**src/rtl/sync_filter.sv**
```systemverilog
// Multi-channel input conditioner: per-channel synchroniser, debounce filter and
// registered edge/glitch strobes. Channels share only the clock and reset.
module sync_filter #(
    parameter int   WIDTH         = 1,
    parameter int   SYNC_STAGES   = 2,
    parameter int   FILTER_CYCLES = 4,
    parameter logic RESET_VAL     = 1'b0
) (
    input  logic             sys_clk,
    input  logic             sys_rst_n,
    input  logic [WIDTH-1:0] in,
    output logic [WIDTH-1:0] out,
    output logic [WIDTH-1:0] rise,
    output logic [WIDTH-1:0] fall,
    output logic [WIDTH-1:0] glitch
);

    localparam int CNT_W = (FILTER_CYCLES < 1) ? 1 : $clog2(FILTER_CYCLES + 1);
    localparam logic [CNT_W-1:0] CNT_MAX = CNT_W'(FILTER_CYCLES - 1);

    genvar gi;
    generate
        for (gi = 0; gi < WIDTH; gi++) begin : g_chan
            // Metastability chain; the attribute keeps the flops distinct and adjacent.
            (* ASYNC_REG = "TRUE" *) logic [SYNC_STAGES-1:0] sync_reg;

            logic             lvl_reg, lvl_next;
            logic [CNT_W-1:0] cnt_reg, cnt_next;
            logic             rise_reg, rise_next;
            logic             fall_reg, fall_next;
            logic             glitch_reg, glitch_next;
            logic             s;

            always_ff @(posedge sys_clk or negedge sys_rst_n) begin
                if (!sys_rst_n) begin
                    sync_reg <= {SYNC_STAGES{RESET_VAL}};
                end else begin
                    sync_reg <= {sync_reg[SYNC_STAGES-2:0], in[gi]};
                end
            end

            assign s = sync_reg[SYNC_STAGES-1];

            always_comb begin
                lvl_next    = lvl_reg;
                cnt_next    = cnt_reg;
                rise_next   = 1'b0;
                fall_next   = 1'b0;
                glitch_next = 1'b0;
                if (s == lvl_reg) begin
                    // Input fell back before acceptance: drop the pending change.
                    if (cnt_reg != '0) begin
                        cnt_next    = '0;
                        glitch_next = 1'b1;
                    end
                end else if (cnt_reg == CNT_MAX) begin
                    lvl_next  = s;
                    cnt_next  = '0;
                    rise_next = s;
                    fall_next = ~s;
                end else begin
                    cnt_next = cnt_reg + 1'b1;
                end
            end

            always_ff @(posedge sys_clk or negedge sys_rst_n) begin
                if (!sys_rst_n) begin
                    lvl_reg    <= RESET_VAL;
                    cnt_reg    <= '0;
                    rise_reg   <= 1'b0;
                    fall_reg   <= 1'b0;
                    glitch_reg <= 1'b0;
                end else begin
                    lvl_reg    <= lvl_next;
                    cnt_reg    <= cnt_next;
                    rise_reg   <= rise_next;
                    fall_reg   <= fall_next;
                    glitch_reg <= glitch_next;
                end
            end

            assign out[gi]    = lvl_reg;
            assign rise[gi]   = rise_reg;
            assign fall[gi]   = fall_reg;
            assign glitch[gi] = glitch_reg;
        end
    endgenerate

endmodule
```
**config.mk**
```make
export PLATFORM = sky130hd
export DESIGN_NAME = sync_filter
export DESIGN_NICKNAME = d
export VERILOG_FILES = /design/src/rtl/sync_filter.sv
export SDC_FILE = /design/constraint.sdc
export NUM_CORES = 1
export LEC_CHECK = 0
export BUFFER_PORTS_ARGS = -buffer_cell sky130_fd_sc_hd__clkbuf_2
export CAP_MARGIN = 20
export CORE_AREA = 2 2 39 41
export CTS_BUF_LIST = sky130_fd_sc_hd__clkbuf_4
export DETAILED_ROUTE_END_ITERATION = 10
export DIE_AREA = 0 0 41 43
export GPL_TIMING_DRIVEN = 0
export PLACE_DENSITY = 0.45
export SYNTH_ARGS = -nofsm -noshare
export SYNTH_HDL_FRONTEND = slang
export SYNTH_SLANG_ARGS = --single-unit
export TNS_END_PERCENT = 5
```
**constraint.sdc**
```tcl
create_clock -name sys_clk -period 1.8 [get_ports sys_clk]
set_clock_uncertainty 0.1 [all_clocks]
set_input_delay 0.18 -clock sys_clk [delete_from_list [all_inputs] [get_ports sys_clk]]
set_output_delay 0.18 -clock sys_clk [all_outputs]
set_load 0.1 [all_outputs]
```
## Yosys cells after proc, flatten, opt, wreduce, memory -nomap -nowiden

Index checks and enable logic that the tools add are counted.

| storage, ports and cells | value |
|---|---|
| register bits after elaboration | 9 |
| bits in latches | 0 |
| bits in writable memories | 0 |
| bits in read-only memories | 0 |
| input port bits | 3 |
| output and inout port bits | 4 |
| logic and storage cells | 23 |
| memories | 0 |

| cells by class | value |
|---|---|
| add/subtract/negate cells | 1 |
| multiply operators | 0 |
| divide/modulo/power cells | 0 |
| order comparisons | 0 |
| equal/unequal tests | 3 |
| shifts and indexed selects | 0 |
| muxes and demuxes | 9 |
| bitwise gates (word level) | 2 |
| reductions and logical operators | 2 |

Operators with widths:

| kind | count |
|---|---|
| $mux W3 | 3 |
| $mux W1 | 6 |
| $add A3 B1 Y3 const B | 1 |
| $eq A3 B2 Y1 const B | 1 |
| $reduce_bool A3 Y1 | 1 |
| $ne A2 B1 Y1 const B | 1 |
| $not A1 Y1 | 2 |
| $reduce_and A2 Y1 | 1 |
| $eq A1 B1 Y1 | 1 |

## Longest topological paths before layout

Gate-level depths: netlist of the first run.

| logic depth | value |
|---|---|
| depth in word-level cells | 3 |
| depth in mapped cells | 5 |
| depth with buffers taken out | 5 |

## Least setup slack after synthesis of the first run

Ideal clock, no wire load.

| timing | value |
|---|---|
| kind | reg2reg |
| start point | register g_chan[0].lvl_reg (netlist: out) |
| end point | register g_chan[0].cnt_reg[0] |
| library setup time | 128 ps |
| arrival | 1392 ps |
| required time | 1572 ps |
| path slack | 180 ps |
| stages on the path, launching flop included | 4 |
| buffers on the path | 0 |
| period minus slack after synthesis | 1620 ps |
| cell sequence | dfrtp_1 > xnor2_2 > nand3_1 > o31ai_2 |

| on the way | value |
|---|---|
| cells in the longest elaborated chain, start to end | 2 |
| elaborated cells between the ends (all ways) | 3 |
| classes of those cells | eq/ne: 2; mux: 1 |

Ends and longest elaborated chain:

| what | RTL line | text |
|---|---|---|
| start, declared | 27 | `logic lvl_reg, lvl_next;` |
| start signal, assigned | 74 | `lvl_reg <= lvl_next;` |
| $eq A1 B1 Y1 * | 50 | `if (s == lvl_reg) begin` |
| $ne A2 B1 Y1 (no line) or $mux W3 (tied branches) | -- |  |
| end signal, assigned | 75 | `cnt_reg <= cnt_next;` |
| end, declared | 28 | `logic [CNT_W-1:0] cnt_reg, cnt_next;` |

Mark *: on every way between the ends. The rest lies on a longest branch, timed or not.
A chain may end at the register's enable or synchronous reset.

## Worst setup path after layout of the first run

| timing | value |
|---|---|
| start point | register g_chan[0].lvl_reg (netlist: out) |
| end point | output port out |

RTL lines:

| what | RTL line | text |
|---|---|---|
| end, declared | 12 | `output logic [WIDTH-1:0] out,` |

No word-level cell between the ends.

==> summary.txt, run 1 <==
CTS
  • Worst-path clk slew: roughly 50 ps
  • Clk_lat worst skew: 260 ps
  • # clock sinks: 9
  • Cts hold-fix bufs: 2
  • CTS H-tree depth: 1
  • Post-CTS Repair Setup Buffers: 0
  • TritonCTS clock tree: done
  • CTS Buf Count: 3
  • Clk buf depth: 2
  • PostCTS Resize Cnt: 0
  • Root Buffer: clkbuf_4

Place
  • Routability cong.: 0.697
  • Placement Setup Slack: 433 ps
  • IO buf count: 6
  • Placed Instances: 48
  • Post-detail-place hpwl: ~380 um

Timing
  • Count of final setup violators: 0
  • Period utilization: 80.7%
  • Fmax: 0.689 GHz
  • PnR worst setup slack: 348 ps
  • Minimum clock period: ~1500 ps
  • Max_slew headroom: 64.2%
  • Pins Over Slew Limit: 0
  • Setup tns final: 0 ps
  • RSZ-0062 raised after global routing: false
  • Final Hold Vio Count: 0
  • Least-Margin Pin Slew: 539 ps

Power and ir drop
  • Pwr dens: roughly 1800 nW/um2
  • Internal power: 0.000456 W
  • Clock Power Share: between 10% and 20%
  • Comb power frac: a little under half
  • Peak VDD IR: 0.000741 V
  • P_sw: 0.000379 W
  • Power share of the sequential group: 35.1%
  • Static leakage power: 0.238 nW
  • Sw Share: between 40% and 50%

Worst setup path
  • Startpoint Class: flop
  • Worst EP arrival: 1170 ps
  • Critical path class: reg -> out
  • CP top delay family: buffers and inverters
  • Worst-path fanout max: 5
  • CP max-delay cell: clkbuf_2
  • Worst path bufs/invs: 1
  • CP required: 1520 ps
  • Critical path cell sequence: clkbuf_2
  • Crit path largest cell delay: 490 ps
  • CP endpoint kind: output port

Finish
  • Ant diodes: 0
  • Share of layout cells above drive strength 1: 42.1%
  • Most common cell after layout, fill and taps aside: dfrtp_1
  • Finished Core Util: 33.6%
  • Nets: 44
  • Max reg flops: 3
  • Post-Layout Cell Count: 54
  • Most frequent cells in the layout: 9 x dfrtp_1, 6 x clkbuf_2, 4 x clkbuf_4, 3 x inv_1
  • Area delta synth->final: 27.4%

Yosys
  • Largest area contributor in the synthesized netlist: dfrtp_1
  • Syn avg cell area: around 14 um2
  • Sequential fraction of the synthesis area: between 60% and 70%
  • Yosys cell types: 12
  • Post-Syn Area: roughly 370 um2
  • Area contributors post-synth: dfrtp_1 62%, ha_1 6.8%, and3b_2 5.5%
  • Area fraction of the dominant cell type after synthesis: 61.6%
  • Syn nets: 31
  • Synthesized instance count: 26
  • Synth Warn #: 0
  • Yosys reg bits: 9

Global routing
  • Vias in the first global route: 207
  • Total global-route track usage: 8.11%
  • First-pass GRT wire length: a little over 800 um
  • Initial antenna violation count: 0
  • Global route overflow: 0
  • Largest net degree at the start of global routing: 10

Detailed routing
  • WL/cell: 9.02 um
  • Number of routed nets with antenna violations: 0
  • # DRC: 0
  • Drt pass-1 iters: 1
  • Post-DR vias/cell: 4.09
  • Via count: 221
  • DRT Wirelength: about 490 um
  • Initial drt markers: 0

Die
  • Cell Rows: 14
  • Die H: 43 um
  • Core Footprint: 1380 um2
  • Die W: 41 um
  • Ports: 7
  • Die area: 1760 um2
  • Initial Util: 26.4%

Flow run
  • Max-cap viol count: 0

Run status
  • Status: finished, final reports clean

Hold path
  • Hold Path Class: in -> async
[metrics by stage]
step | area [um2] | power, W | hold WS [ps]
6_report | 465 | 0.000835 | 200
5_1_grt | 465 | 0.000891 | 230
4_1_cts | 465 | 0.000848 | 202
2_1_floorplan | 365 | 0.000611 | -216
3_5_place_dp | 415 | 0.000675 | -54.3
3_3_place_gp | 415 | 0.000667 | -59.6
[power by group through the flow]
| stage | Sequential, W | Combinational (W) | Clock, W |
|---|---|---|---|
| final | 0.000293 | 0.000377 | 0.000165 |
| after global routing | 0.000302 | 0.000403 | 0.000186 |
| after CTS | 0.000293 | 0.000383 | 0.000171 |
| after detailed placement | 0.000297 | 0.000379 | 0 |
| after global placement | 0.000294 | 0.000373 | 0 |
| after floorplan | 0.000472 | 0.000139 | 0 |
[area by class of cell]
| type | count | area (um2) |
|---|---|---|
| inverter | 3 | 11.3 |
| sequential | 9 | 225 |
| multi-input combinational | 14 | 129 |
| tap | 16 | 20.0 |
| clock buffer | 4 | 30.0 |
| timing repair buffer | 8 | 50.0 |
| fill | 137 | 918 |
[final timing paths]
check,from,end,slack (ps),cells past startpoint
min,sys_rst_n,glitch$_DFF_PN0_,200,2
max reg2reg,g_chan[0].cnt_reg[0]$_DFFE_PN0P_,out$_DFFE_PN0P_,430,3
min in group sys_clk,g_chan[0].sync_reg[0]$_DFF_PN0_,g_chan[0].sync_reg[1]$_DFF_PN0_,250,0
min reg2reg,g_chan[0].sync_reg[0]$_DFF_PN0_,g_chan[0].sync_reg[1]$_DFF_PN0_,250,0
max in group asynchronous,sys_rst_n,g_chan[0].cnt_reg[1]$_DFFE_PN0P_,1210,2
max,out$_DFFE_PN0P_,out,350,1
[cell families after synthesis]
logic type	count (synthesis)	share of synthesized area, %
compound gates	2	4.79
xor+xnor	1	4.45
fa+ha+maj	2	6.85
buf+inv	3	3.08
flops	9	61.6
mux	1	3.08
simple gates	8	16.1
[metal layers]
layer  vias up  share of wire [%]  GRT usage, %
met3         2                 11          7.85
li1        109                  -             -
met2         9                 46          10.3
met5         -                  0             0
met4         0                3.5          6.00
met1       101                 39          7.64
[synth_stat cells]
master	instances
o31ai_2	1
dfrtp_1	9
nor2b_2	1
mux2_2	1
nand3_1	2
nor2b_1	2
xnor2_2	1
ha_1	2
nor3b_1	1
and3b_2	2
o21ai_0	1
inv_1	3
Note: power is estimated with default switching activity, not from simulation.
==> run 2: changes to the inputs <==
==> constraint.sdc (replaced) <==
create_clock -name sys_clk -period 1.39 [get_ports sys_clk]
set_clock_uncertainty 0.1 [all_clocks]
set_input_delay 0.139 -clock sys_clk [delete_from_list [all_inputs] [get_ports sys_clk]]
set_output_delay 0.139 -clock sys_clk [all_outputs]
set_load 0.1 [all_outputs]
==> summary.txt, run 2 (synthesized netlist as in run 1, its figures left out) <==
Run status
  • Status: finished, final reports clean

Place
  • IO buf count: 6 (unchanged)
  • Post-detail-place hpwl: 395 um (+3.9%)
  • Routability cong.: 0.717 (+2.8%)
  • Placed Instances: 48 (unchanged)
  • DP Area: 417 um2 (+0.30%)

Global routing
  • Vias in the first global route: 234 (+13%)
  • Global route overflow: 0 (unchanged)
  • Initial antenna violation count: 0 (unchanged)
  • Total global-route track usage: 8.72% (+0.61 points)
  • Largest net degree at the start of global routing: 10 (unchanged)
  • First-pass GRT wire length: 931 um (+12%)

Timing
  • Least-Margin Pin Slew: 542 ps (+2.69 ps)
  • Fmax: 0.751 GHz
  • RSZ-0062 raised after global routing: false
  • Period utilization: 95.8%
  • Count of final setup violators: 0 (unchanged)
  • Max_slew headroom: 64.1% (-0.18 points)
  • Pins Over Slew Limit: 0 (unchanged)
  • Setup tns final: 0 ps (unchanged)
  • Final Hold Vio Count: 0 (unchanged)
  • Minimum clock period: 1330 ps

Worst setup path
  • R2R cell count: 3 (unchanged)
  • CP endpoint kind: output port
  • Startpoint Class: flop
  • CP top delay family: buffers and inverters
  • CP max-delay cell: buf_2
  • CP required: 1150 ps (-370 ps)
  • Crit path largest cell delay: 440 ps (-50 ps)
  • Critical path class: reg -> out
  • RR Startpoint: g_chan[0].cnt_reg[0]$_DFFE_PN0P_
  • Worst-path fanout max: 5 (unchanged)
  • Worst r2r dst: out$_DFFE_PN0P_
  • Reg2reg setup slack: 80 ps (-350 ps)
  • Critical path cell sequence: buf_2
  • Worst EP arrival: 1090 ps (-80 ps)
  • Worst path bufs/invs: 1 (unchanged)

Die
  • Initial Util: 26.4% (unchanged)
  • Die area: 1760 um2 (unchanged)
  • Ports: 7 (unchanged)
  • Cell Rows: 14 (unchanged)
  • Die H: 43 um (unchanged)
  • Die W: 41 um (unchanged)
  • Core Footprint: 1380 um2 (unchanged)

Detailed routing
  • WL/cell: 9.95 um (+10%)
  • Drt pass-1 iters: 2 (+1)
  • Via count: 225 (+1.8%)
  • DRT Wirelength: 547 um (+12%)
  • Initial drt markers: 1 (+1)
  • Post-DR vias/cell: 4.09 (about the same)
  • Number of routed nets with antenna violations: 0 (unchanged)
  • # DRC: 0 (unchanged)

Hold path
  • Hold Path Class: in -> async

Finish
  • Final Cell Area: 479 um2 (+3.0%)
  • Post-Layout Cell Count: 55 (+1.9%)
  • FF/Latch Area: 226 um2 (+0.56%)
  • Max reg flops: 3 (unchanged)
  • Most frequent cells in the layout: 8 x dfrtp_1, 5 x clkbuf_2, 4 x clkbuf_4, 3 x inv_1
  • Nets: 45 (+2.3%)
  • Filler Cell Count: 141 (+2.9%)
  • Area delta synth->final: 31.2%
  • Finished Core Util: 34.6% (+0.99 points)
  • Most common cell after layout, fill and taps aside: dfrtp_1
  • Footprint of the multi-input gates: 134 um2 (+3.9%)
  • Ant diodes: 0 (unchanged)
  • Share of layout cells above drive strength 1: 46.2% (+4.0 points)

Power and ir drop
  • Static leakage power: 0.242 nW (+2.0%)
  • Pwr dens: 2340 nW/um2 (+30%)
  • Tot Pwr: 0.00112 W (+34%)
  • Peak VDD IR: 0.000787 V (+6.2%)

CTS
  • Clk_lat worst skew: 260 ps (about the same)
  • Worst-path clk slew: 60 ps (about the same)
  • Root Buffer: clkbuf_4
  • TritonCTS clock tree: done
  • CTS Buf Count: 3 (unchanged)
  • # clock sinks: 9 (unchanged)
  • Clk buf depth: 2 (unchanged)
  • CTS H-tree depth: 1 (unchanged)

Flow run
  • Max-cap viol count: 0 (unchanged)
## run 2: cell type report
cell class                      count  area share [%]
Sequential cell                     9            47.3
Timing Repair Buffer                9            12.0
Multi-Input combinational cell     14            27.9
Inverter                            3            2.35
Tap cell                           16            4.18
Clock buffer                        4            6.27
## run 2: power by group
group          internal [W]  switching (W)
clock network      0.000130      0.0000881
registers          0.000328      0.0000474
logic              0.000158       0.000368
total              0.000616       0.000504
## run 2: worst max-delay path by stage
stage	depth (start not counted)	slack (ps)	to	start
6_report	1	60	out	out$_DFFE_PN0P_
5_1_grt	1	10	out	out$_DFFE_PN0P_
4_1_cts	1	8	out	out$_DFFE_PN0P_
3_5_place_dp	3	3	out$_DFFE_PN0P_	g_chan[0].cnt_reg[0]$_DFFE_PN0P_
3_3_place_gp	3	30	out$_DFFE_PN0P_	g_chan[0].cnt_reg[0]$_DFFE_PN0P_
2_1_floorplan	3	90	g_chan[0].cnt_reg[0]$_DFFE_PN0P_	out$_DFFE_PN0P_
## run 2: routing by layer
metal	track usage, %	vias to the layer above	share of wire [%]
met2	12.5	8	44
met1	8.31	104	46
met5	0	-	0
met4	6.00	0	2.2
li1	-	111	-
met3	6.28	2	7.1
## run 2: worst register-to-register path, stage by stage, from the launching register on
cell and delay, ps:
dfrtp_1 370, ha_1 190, nor2b_4 190, mux2_2 340
## run 2: what timing repair did
action | in CTS | in global routing
resized for setup | 1 | 1
hold buffers | 2 | 0
setup endpoints to repair | 1 | 2
endpoints found under the hold margin | 10 | 0
buffers inserted | 0 | 1
gates cloned | 0 | 0
pin swaps | 0 | 0
## run 2: per-stage QoR
| stage | hold WS, ps | setup WS, ps |
|---|---|---|
| after CTS | 171 | 7.55 |
| after global routing | 184 | 10.3 |
| final | 163 | 58.6 |
| after global placement | -98.3 | 27.6 |
| after detailed placement | -94.5 | 2.81 |
| after floorplan | -257 | 87.1 |
==> run 3: changes to the inputs <==
--- a/config.mk
+++ b/config.mk
@@ -12,7 +12,7 @@
 export DETAILED_ROUTE_END_ITERATION = 10
 export DIE_AREA = 0 0 41 43
 export GPL_TIMING_DRIVEN = 0
-export PLACE_DENSITY = 0.45
+export PLACE_DENSITY = 0.48
 export SYNTH_ARGS = -nofsm -noshare
 export SYNTH_HDL_FRONTEND = slang
 export SYNTH_SLANG_ARGS = --single-unit
==> summary.txt, run 3 (synthesized netlist as in run 1, its figures left out) <==
Detailed routing
  • Drt pass-1 iters: 2 (unchanged)
  • Initial drt markers: 2 (+1)
  • WL/cell: 9.40 um (-5.5%)
  • Post-DR vias/cell: 3.75 (-8.4%)
  • # DRC: 0 (unchanged)
  • Number of routed nets with antenna violations: 0 (unchanged)
  • Via count: 206 (-8.4%)
  • DRT Wirelength: 517 um (-5.5%)

Finish
  • Finished Core Util: 34.6% (unchanged)
  • Most frequent cells in the layout: 8 x dfrtp_1, 5 x clkbuf_2, 4 x clkbuf_4, 3 x inv_1
  • Share of layout cells above drive strength 1: 46.2% (unchanged)
  • Filler Cell Count: 139 (-1.4%)
  • Max reg flops: 3 (unchanged)
  • Ant diodes: 0 (unchanged)
  • Post-Layout Cell Count: 55 (unchanged)
  • Area delta synth->final: 31.2% (unchanged)
  • Footprint of the multi-input gates: 134 um2 (unchanged)
  • Nets: 45 (unchanged)
  • FF/Latch Area: 226 um2 (unchanged)
  • Final Cell Area: 479 um2 (unchanged)
  • Most common cell after layout, fill and taps aside: dfrtp_1

Power and ir drop
  • Tot Pwr: 0.00111 W (-0.90%)
  • Pwr dens: 2320 nW/um2 (-0.90%)
  • Peak VDD IR: 0.000787 V (about the same)
  • Static leakage power: 0.242 nW (unchanged)

Timing
  • Max_slew headroom: 64.3% (+0.24 points)
  • Final Hold Vio Count: 0 (unchanged)
  • Minimum clock period: 1330 ps (+2.93 ps)
  • RSZ-0062 raised after global routing: false
  • Least-Margin Pin Slew: 538 ps (-3.63 ps)
  • Fmax: 0.749 GHz (-0.22%)
  • Period utilization: 96.0% (+0.21 points)
  • Setup tns final: 0 ps (unchanged)
  • Pins Over Slew Limit: 0 (unchanged)
  • Count of final setup violators: 0 (unchanged)

Worst setup path
  • Startpoint Class: flop
  • Worst EP arrival: 1370 ps (+280 ps)
  • Critical path cell sequence: ha_1 -> nor2b_4 -> mux2_2
  • Crit path largest cell delay: 390 ps (-50 ps)
  • CP required: 1430 ps (+280 ps)
  • CP endpoint kind: flop
  • CP max-delay cell: dfrtp_1
  • Critical path class: reg -> reg
  • Worst-path fanout max: 4 (-1)

CTS
  • CTS H-tree depth: 1 (unchanged)
  • Root Buffer: clkbuf_4
  • Worst-path clk slew: 60 ps (about the same)
  • Clk buf depth: 2 (unchanged)
  • TritonCTS clock tree: done
  • Clk_lat worst skew: 250 ps (about the same)
  • CTS Buf Count: 3 (unchanged)
  • # clock sinks: 9 (unchanged)

Global routing
  • Vias in the first global route: 213 (-9.0%)
  • Global route overflow: 0 (unchanged)
  • Initial antenna violation count: 0 (unchanged)
  • Total global-route track usage: 8.32% (-0.40 points)
  • First-pass GRT wire length: 862 um (-7.4%)
  • Largest net degree at the start of global routing: 10 (unchanged)

Hold path
  • Hold Path Class: in -> async

Place
  • Routability cong.: 0.757 (+5.6%)
  • DP Area: 417 um2 (unchanged)
  • Placed Instances: 48 (unchanged)
  • IO buf count: 6 (unchanged)

Run status
  • Status: finished, final reports clean

Die
  • Initial Util: 26.4% (unchanged)
  • Cell Rows: 14 (unchanged)
  • Die H: 43 um (unchanged)
  • Die area: 1760 um2 (unchanged)
  • Die W: 41 um (unchanged)
  • Core Footprint: 1380 um2 (unchanged)
  • Ports: 7 (unchanged)

Flow run
  • Max-cap viol count: 0 (unchanged)
-- run 3: cell counts in the layout (fill, tap and decap cells not counted) --
Identical to the previous run, type by type.
-- run 3: worst paths after layout --
check | start | to | slack, ps | cells after the start
worst max register to register | g_chan[0].cnt_reg[0]$_DFFE_PN0P_ | out$_DFFE_PN0P_ | 60 | 3
worst max-delay path | g_chan[0].cnt_reg[0]$_DFFE_PN0P_ | out$_DFFE_PN0P_ | 60 | 3
min in group sys_clk | g_chan[0].sync_reg[0]$_DFF_PN0_ | g_chan[0].sync_reg[1]$_DFF_PN0_ | 250 | 0
worst min-delay path | sys_rst_n | glitch$_DFF_PN0_ | 170 | 2
worst min register to register | g_chan[0].sync_reg[0]$_DFF_PN0_ | g_chan[0].sync_reg[1]$_DFF_PN0_ | 250 | 0
max in group asynchronous | sys_rst_n | out$_DFFE_PN0P_ | 820 | 2
-- run 3: per-stage QoR --
step	setup WS [ps]	hold WS [ps]
after floorplan	87.1	-257
after global placement	34.2	-101
after detailed placement	1.65	-92.6
after CTS	13.8	165
after global routing	8.82	184
final	55.7	168
-- run 3: timing repair --
item / in CTS / in global routing
setup buffers: 0 / 1
pin swaps: 0 / 0
endpoints found under the hold margin: 10 / 0
hold buffers: 2 / 0
resized for setup: 1 / 1
endpoints found under the setup margin: 1 / 2
cloned: 0 / 0
-- run 3: where the power goes --
group | internal (W) | switching [W]
Combinational | 0.000156 | 0.000361
Sequential | 0.000328 | 0.0000500
Clock | 0.000130 | 0.0000846
-- run 3: final cells by class --
class	instances	share of cell area [%]
clock buffer	4	6.27
timing repair buffer	9	12.0
tap	16	4.18
multi-input combinational	14	27.9
inverter	3	2.35
sequential	9	47.3
-- run 3: metal layers --
| layer | up-vias | GRT usage, % | part of all wire, % |
|---|---|---|---|
| met4 | 0 | 10.0 | 3.1 |
| met5 | - | 0 | 0 |
| met3 | 2 | 4.71 | 6.0 |
| met1 | 86 | 8.00 | 48 |
| met2 | 6 | 10.6 | 43 |
| li1 | 112 | - | - |
-- run 3: worst max-delay path, delay by kind of cell, from the launching register on --
family        cells  cell delay [ps]
flops             1              390
mux               1              340
fa+ha+maj         1              190
simple gates      1              190
